**config.mk**
```make
export PLATFORM = sky130hd
export DESIGN_NAME = sr_input_conditioner
export DESIGN_NICKNAME = d
export VERILOG_FILES = /design/src/rtl/sr_input_conditioner.sv
export SDC_FILE = /design/constraint.sdc
export NUM_CORES = 1
export LEC_CHECK = 0
export BUFFER_PORTS_ARGS = -buffer_cell sky130_fd_sc_hd__clkbuf_2
export CORE_MARGIN = 1
export CORE_UTILIZATION = 53
export CTS_CLUSTER_DIAMETER = 150
export DETAILED_ROUTE_END_ITERATION = 10
export MAX_ROUTING_LAYER = met4
export PLACE_DENSITY_LB_ADDON = 0.3
export SYNTH_ARGS = -nofsm -noshare
export SYNTH_HDL_FRONTEND = slang
export SYNTH_SLANG_ARGS = --single-unit
```
**constraint.sdc**
```tcl
create_clock -name clk -period 2.1 [get_ports clk]
set_input_delay 0.525 -clock clk [delete_from_list [all_inputs] [get_ports clk]]
set_output_delay 0.525 -clock clk [all_outputs]
set_load 0.005 [all_outputs]
```
**src/rtl/sr_input_conditioner.sv**
```systemverilog
// Button front end: sync, debounce and arbitrate s/r drive for an SR flop.
// SR_INPUT_COND_HOLD_EN selects level (hold) drive instead of pulses.
module sr_input_conditioner #(
  parameter int DB_CYCLES = 16,
  parameter int CNT_W     = 5
) (
  input  logic clk,
  input  logic rst,
  input  logic btn_set,
  input  logic btn_reset,
  output logic s,
  output logic r,
  output logic set_stable,
  output logic reset_stable,
  output logic conflict
);

  localparam logic [CNT_W-1:0] LAST = CNT_W'(DB_CYCLES - 1);

  // bit 0 is the set channel, bit 1 the reset channel
  logic [1:0]            btn;
  logic [1:0]            sync1;
  logic [1:0]            sync2;
  logic [1:0]            stab;
  logic [1:0][CNT_W-1:0] cnt;

  assign btn = {btn_reset, btn_set};

  always_ff @(posedge clk) begin
    if (rst) begin
      sync1 <= '0;
      sync2 <= '0;
      stab  <= '0;
      cnt   <= '0;
    end else begin
      sync1 <= btn;
      sync2 <= sync1;
      for (int i = 0; i < 2; i++) begin
        if (sync2[i] == stab[i]) begin
          cnt[i] <= '0;
        end else if (cnt[i] == LAST) begin
          stab[i] <= ~stab[i];
          cnt[i]  <= '0;
        end else begin
          cnt[i] <= cnt[i] + 1'b1;
        end
      end
    end
  end

  assign set_stable   = stab[0];
  assign reset_stable = stab[1];

`ifdef SR_INPUT_COND_HOLD_EN

  logic s_q;
  logic r_q;

  always_ff @(posedge clk) begin
    if (rst) begin
      s_q <= 1'b0;
      r_q <= 1'b0;
    end else begin
      s_q <= stab[0] & ~stab[1];
      r_q <= stab[1];
    end
  end

  assign s        = s_q;
  assign r        = r_q;
  assign conflict = stab[0] & stab[1];

`else

  typedef enum logic [1:0] {
    IDLE = 2'b00,
    SET  = 2'b01,
    RST  = 2'b10
  } state_t;

  state_t     state;
  state_t     nxt;
  logic [1:0] stab_q;
  logic       sreq;
  logic       rreq;
  logic       pend_s;
  logic       pend_r;

  assign sreq = stab[0] & ~stab_q[0];
  assign rreq = stab[1] & ~stab_q[1];

  always_ff @(posedge clk) begin
    if (rst) begin
      state  <= IDLE;
      stab_q <= '0;
      pend_s <= 1'b0;
      pend_r <= 1'b0;
    end else begin
      state  <= nxt;
      stab_q <= stab;
      pend_s <= (state == RST) & sreq & ~rreq;
      pend_r <= (state == SET) & rreq;
    end
  end

  // a simultaneous set request is dropped so reset always wins
  always_comb begin
    nxt = IDLE;
    unique case (state)
      IDLE: begin
        if (rreq)      nxt = RST;
        else if (sreq) nxt = SET;
      end
      SET: begin
        if (rreq | pend_r) nxt = RST;
      end
      RST: begin
        if ((sreq | pend_s) & ~rreq) nxt = SET;
      end
      default: nxt = IDLE;
    endcase
  end

  always_comb begin
    s        = (state == SET);
    r        = (state == RST);
    conflict = sreq & rreq;
  end

`endif

endmodule

```
Yosys cells after proc, flatten, opt, wreduce, memory -nomap -nowiden

Index checks and enable logic that the tools add are counted.

Input bits: 4
Output and inout port bits: 5
Register bits: 22

Bitwise logic cells: 16
Equal/unequal tests: 6
Add/subtract/negate cells: 2
Multiplexer cells: 5
Reduce and logical (&&, ||, !) cells: 5

Operator list:

| cell                  | number |
|---|---|
| $add A5 B1 Y5 const B | 2 |
| $eq A5 B4 Y1 const B  | 2 |
| $and A1 B1 Y1         | 7 |
| $not A1 Y1            | 7 |
| $pmux W2 S3           | 1 |
| $reduce_or A3 Y1      | 2 |
| $mux W2               | 2 |
| $reduce_and A2 Y1     | 2 |
| $eq A1 B1 Y1          | 2 |
| $eq A2 B1 Y1 const B  | 1 |
| $eq A2 B2 Y1 const B  | 1 |
| $logic_not A2 Y1      | 1 |
| $mux W1               | 2 |
| $or A1 B1 Y1          | 2 |

Logic depth before layout (Yosys ltp)

Depth in word-level cells: 6
Gate-level depth with buffers: 5
Mapped depth without buffers: 5

Worst setup path after synthesis

OpenSTA, ideal clock, no wires.

Path type: flip-flop to flip-flop
Start point: reg cnt[0] (netlist bit)
End point: reg cnt[2] (netlist bit)
Path buffers: 0
Arrival time: 1.372 ns
Period minus slack after synthesis: 1.437 ns
Setup slack: 0.663 ns
Setup time: 0.064 ns
Cell stages (with the launch flop): 6
Cell sequence: dfxtp_1 -> ha_1 -> and3_1 -> ha_1 -> or3_4 -> nor2_1

Longest elaborated chain between the ends: 2
Elaborated cells on any way between the ends: 3

Ends and longest elaborated chain:

| what                                                                  | line | text |
|---|---|---|
| start, declared                                                       | 25   | `logic [1:0][CNT_W-1:0] cnt;` |
| start signal, assigned by index                                       | 45   | `cnt[i] <= cnt[i] + 1'b1;` |
| parallel branches: the longest is 2 deep, another holds $add A5 B1 Y5 | -    |  |

Parallel ways; which one is timed is not known.
A chain may end at the register's enable or synchronous reset.

Worst setup path after layout

Start point: reg stab[1]
End point: out conflict

Longest elaborated chain between the ends: 2

Ends and longest elaborated chain:

| what                            | line | text |
|---|---|---|
| start, declared                 | 24   | `logic [1:0] stab;` |
| start signal, assigned by index | 42   | `stab[i] <= ~stab[i];` |
| $and A1 B1 Y1                   | 90   | `assign rreq = stab[1] & ~stab_q[1];` |
| $and A1 B1 Y1                   | 127  | `conflict = sreq & rreq;` |
| end, declared                   | 15   | `output logic conflict` |

Every way passes these cells.

==> impl_metrics.csv <==
group,metric,value,unit
global_routing,grt_pass1_wl,1660,um
drt,post_drt_wl_per_cell,10.4,um
setup_path,worstSetupEndpointType,"output pin",
timing,setup_viol,0,
finish,fin_util,65.5,%
drt,wirelength,1060,um
clocking,cts_resized,0,
logic_synthesis,synth_nets,84,
logic_synthesis,synth_cells,76,
clocking,clockBufferDepth,2,
power,p_total,0.660,mW
logic_synthesis,synth_area_leader_cell,"dfxtp_1",
timing,relSlewSlack,78.0,%
clocking,htree_levels,1,
timing,fmax,540,MHz
timing,whs,440,ps
timing,finalWorstSetupSlack,248,ps
clocking,cts_inserted_buffers,3,
logic_synthesis,synthDistinctLibCells,17,
power,power_density,756,nW/um^2
logic_synthesis,ys.warnings.count,0,
logic_synthesis,netlist_top_cells_area,"dfxtp_1 (56%), nor2b_1 (8.0%), ha_1 (6.4%), nor2_1 (6.2%), xnor2_1 (4.5%)",
place,gp_congestion,0.669,
logic_synthesis,yosysSeqAreaShare,56.3,%
drt,firstDrtPassIters,2,
setup_path,cp_max_fo,5,
setup_path,crit_type,"register to output pin",
setup_path,cp.required,1570,ps
finish,nFillCells,108,
clocking,post_cts_buffers,0,
finish,layout.cells.non_filler,102,
timing,finalCriticalPeriod,1850,ps
finish,diodes,0,
global_routing,grt_pass1_vias,421,
logic_synthesis,avgSynthCellArea,10.3,um^2
logic_synthesis,synthesis.area,782,um^2
floorplan,std_cell_rows,13,
place,post_dp_cell_area,837,um^2
drt,vias,491,
logic_synthesis,synth_seq_cells,22,
timing,grt_setup_unrepaired,"false",
job,max_cap_viol_count,0,
global_routing,grt_overflow,0,
timing,finalSetupTns,0,ps
setup_path,crit_arrival,1330,ps
clocking,clk_pin_slew,110,ps
floorplan,die_area,1630,um^2
clocking,postCtsHoldBufs,0,
drt,drc_errors,0,
clocking,root_buffer,"clkbuf_4",
floorplan,start_util,58.6,%
worst_hold_path,min-delay-path-class,"input port to register",
finish,synthToLayoutAreaGrowth,11.7,%
run_status,status,"finished, final reports clean",
place,port_buffers,8,
global_routing,antenna_found_initial,0,
drt,drt_iter0_markers,5,
finish,ff_latch_area,440,um^2
finish,drive_gt1_share,16.1,%
finish,num-nets-final,96,
power,peakVddDrop,0.000519,V
power,leakage,0.363,nW
floorplan,fp.coreArea,1330,um^2
clocking,cts_tree,"built",
place,hpwl,767,um
global_routing,gr-usage-all-layers,16.3,%
global_routing,grt_max_degree,15,
drt,routed_via_density,4.81,
place,place_ws,582,ps
setup_path,cp-start-kind,"register",
finish,multi_input_area,323,um^2
timing,fin_skew,2.13,ps
timing,tightest_slew,329,ps
place,dp_cells,98,
finish,stdcell_area,873,um^2
timing,slew_violations,0,
clocking,cts_sinks,22,
logic_synthesis,yosys.area.top_type_share,56.3,%
clocking,clk_latency,290,ps
floorplan,die-width,40.4,um
timing,hold_violations,0,
floorplan,die_y,40.4,um
drt,ant_nets,0,
timing,fin_crit_sh,88.2,%
floorplan,io_pins,9,
## state kept, by name (all words and copies together) (netlist names)
| signal | flops |
|---|---|
| stab | 2 |
| pend_s | 1 |
| state | 2 |
| pend_r | 1 |
| sync1 | 2 |
| cnt | 10 |
| stab_q | 2 |
| sync2 | 2 |
## final cells by class
class | instances | area share, %
sequential | 22 | 50.4
clock buffer | 4 | 4.15
timing repair buffer | 8 | 4.58
multi-input combinational | 49 | 37.0
inverter | 4 | 1.72
tap | 15 | 2.15
## worst max-delay path, cell delays in order, from the launching register on
cell and delay, ps:
dfxtp_1 420, nor2b_1 340, and2_1 180, clkbuf_2 100
## report_power, final
part	total, mW	internal, mW	switching (mW)	leakage (nW)
Sequential	0.424	0.422	0.00232	0.178
Combinational	0.0142	0.00689	0.00731	0.164
Clock	0.222	0.106	0.116	0.0210
## cells in the mapped netlist, drive strengths merged
cell	instances
dfxtp	22
nor2	13
nor2b	10
ha	4
inv	4
xnor2	4
and3	3
a21oi	2
mux2i	2
nand3	2
nor4	2
or3	2
xor2	2
and2	1
clkbuf	1
nand2	1
nor3	1
## routing by layer
metal	routed length [um]	share of wire [%]	track usage (%)	up-vias
li1	-	-	-	266
met1	558	53	20.3	216
met2	463	44	22.6	7
met3	25	2.4	5.00	2
met4	12	1.1	10.0	0
met5	0	0	-	-
## worst paths after layout
| kind | slack [ps] | to | depth (start not counted) | start |
|---|---|---|---|---|
| setup reg to reg | 550 | cnt[8]$_SDFF_PP0_ | 5 | cnt[5]$_SDFF_PP0_ |
| hold / removal | 440 | sync1[1]$_SDFF_PP0_ | 2 | btn_reset |
| hold reg to reg | 450 | cnt[5]$_SDFF_PP0_ | 1 | cnt[5]$_SDFF_PP0_ |
| setup / recovery | 250 | conflict | 3 | stab[1]$_SDFFE_PP0P_ |
## cell families (layout without fill, tap and decap cells)
family	count (synthesis)	in the layout	share of synthesized area, %
simple gates	35	35	24.3
xor+xnor	6	6	6.72
mux	2	2	2.56
buf+inv	5	16	2.40
flops	22	22	56.3
compound gates	2	2	1.28
fa+ha+maj	4	4	6.40
## layout by cell type (no fill, tap or decap), drive strengths merged
cell type,instances
a21oi,2
and2,1
and3,3
clkbuf,12
dfxtp,22
ha,4
inv,4
mux2i,2
nand2,1
nand3,2
nor2,13
nor2b,10
nor3,1
nor4,2
or3,2
xnor2,4
xor2,2
No activity file was read; power rests on OpenSTA's default activity.
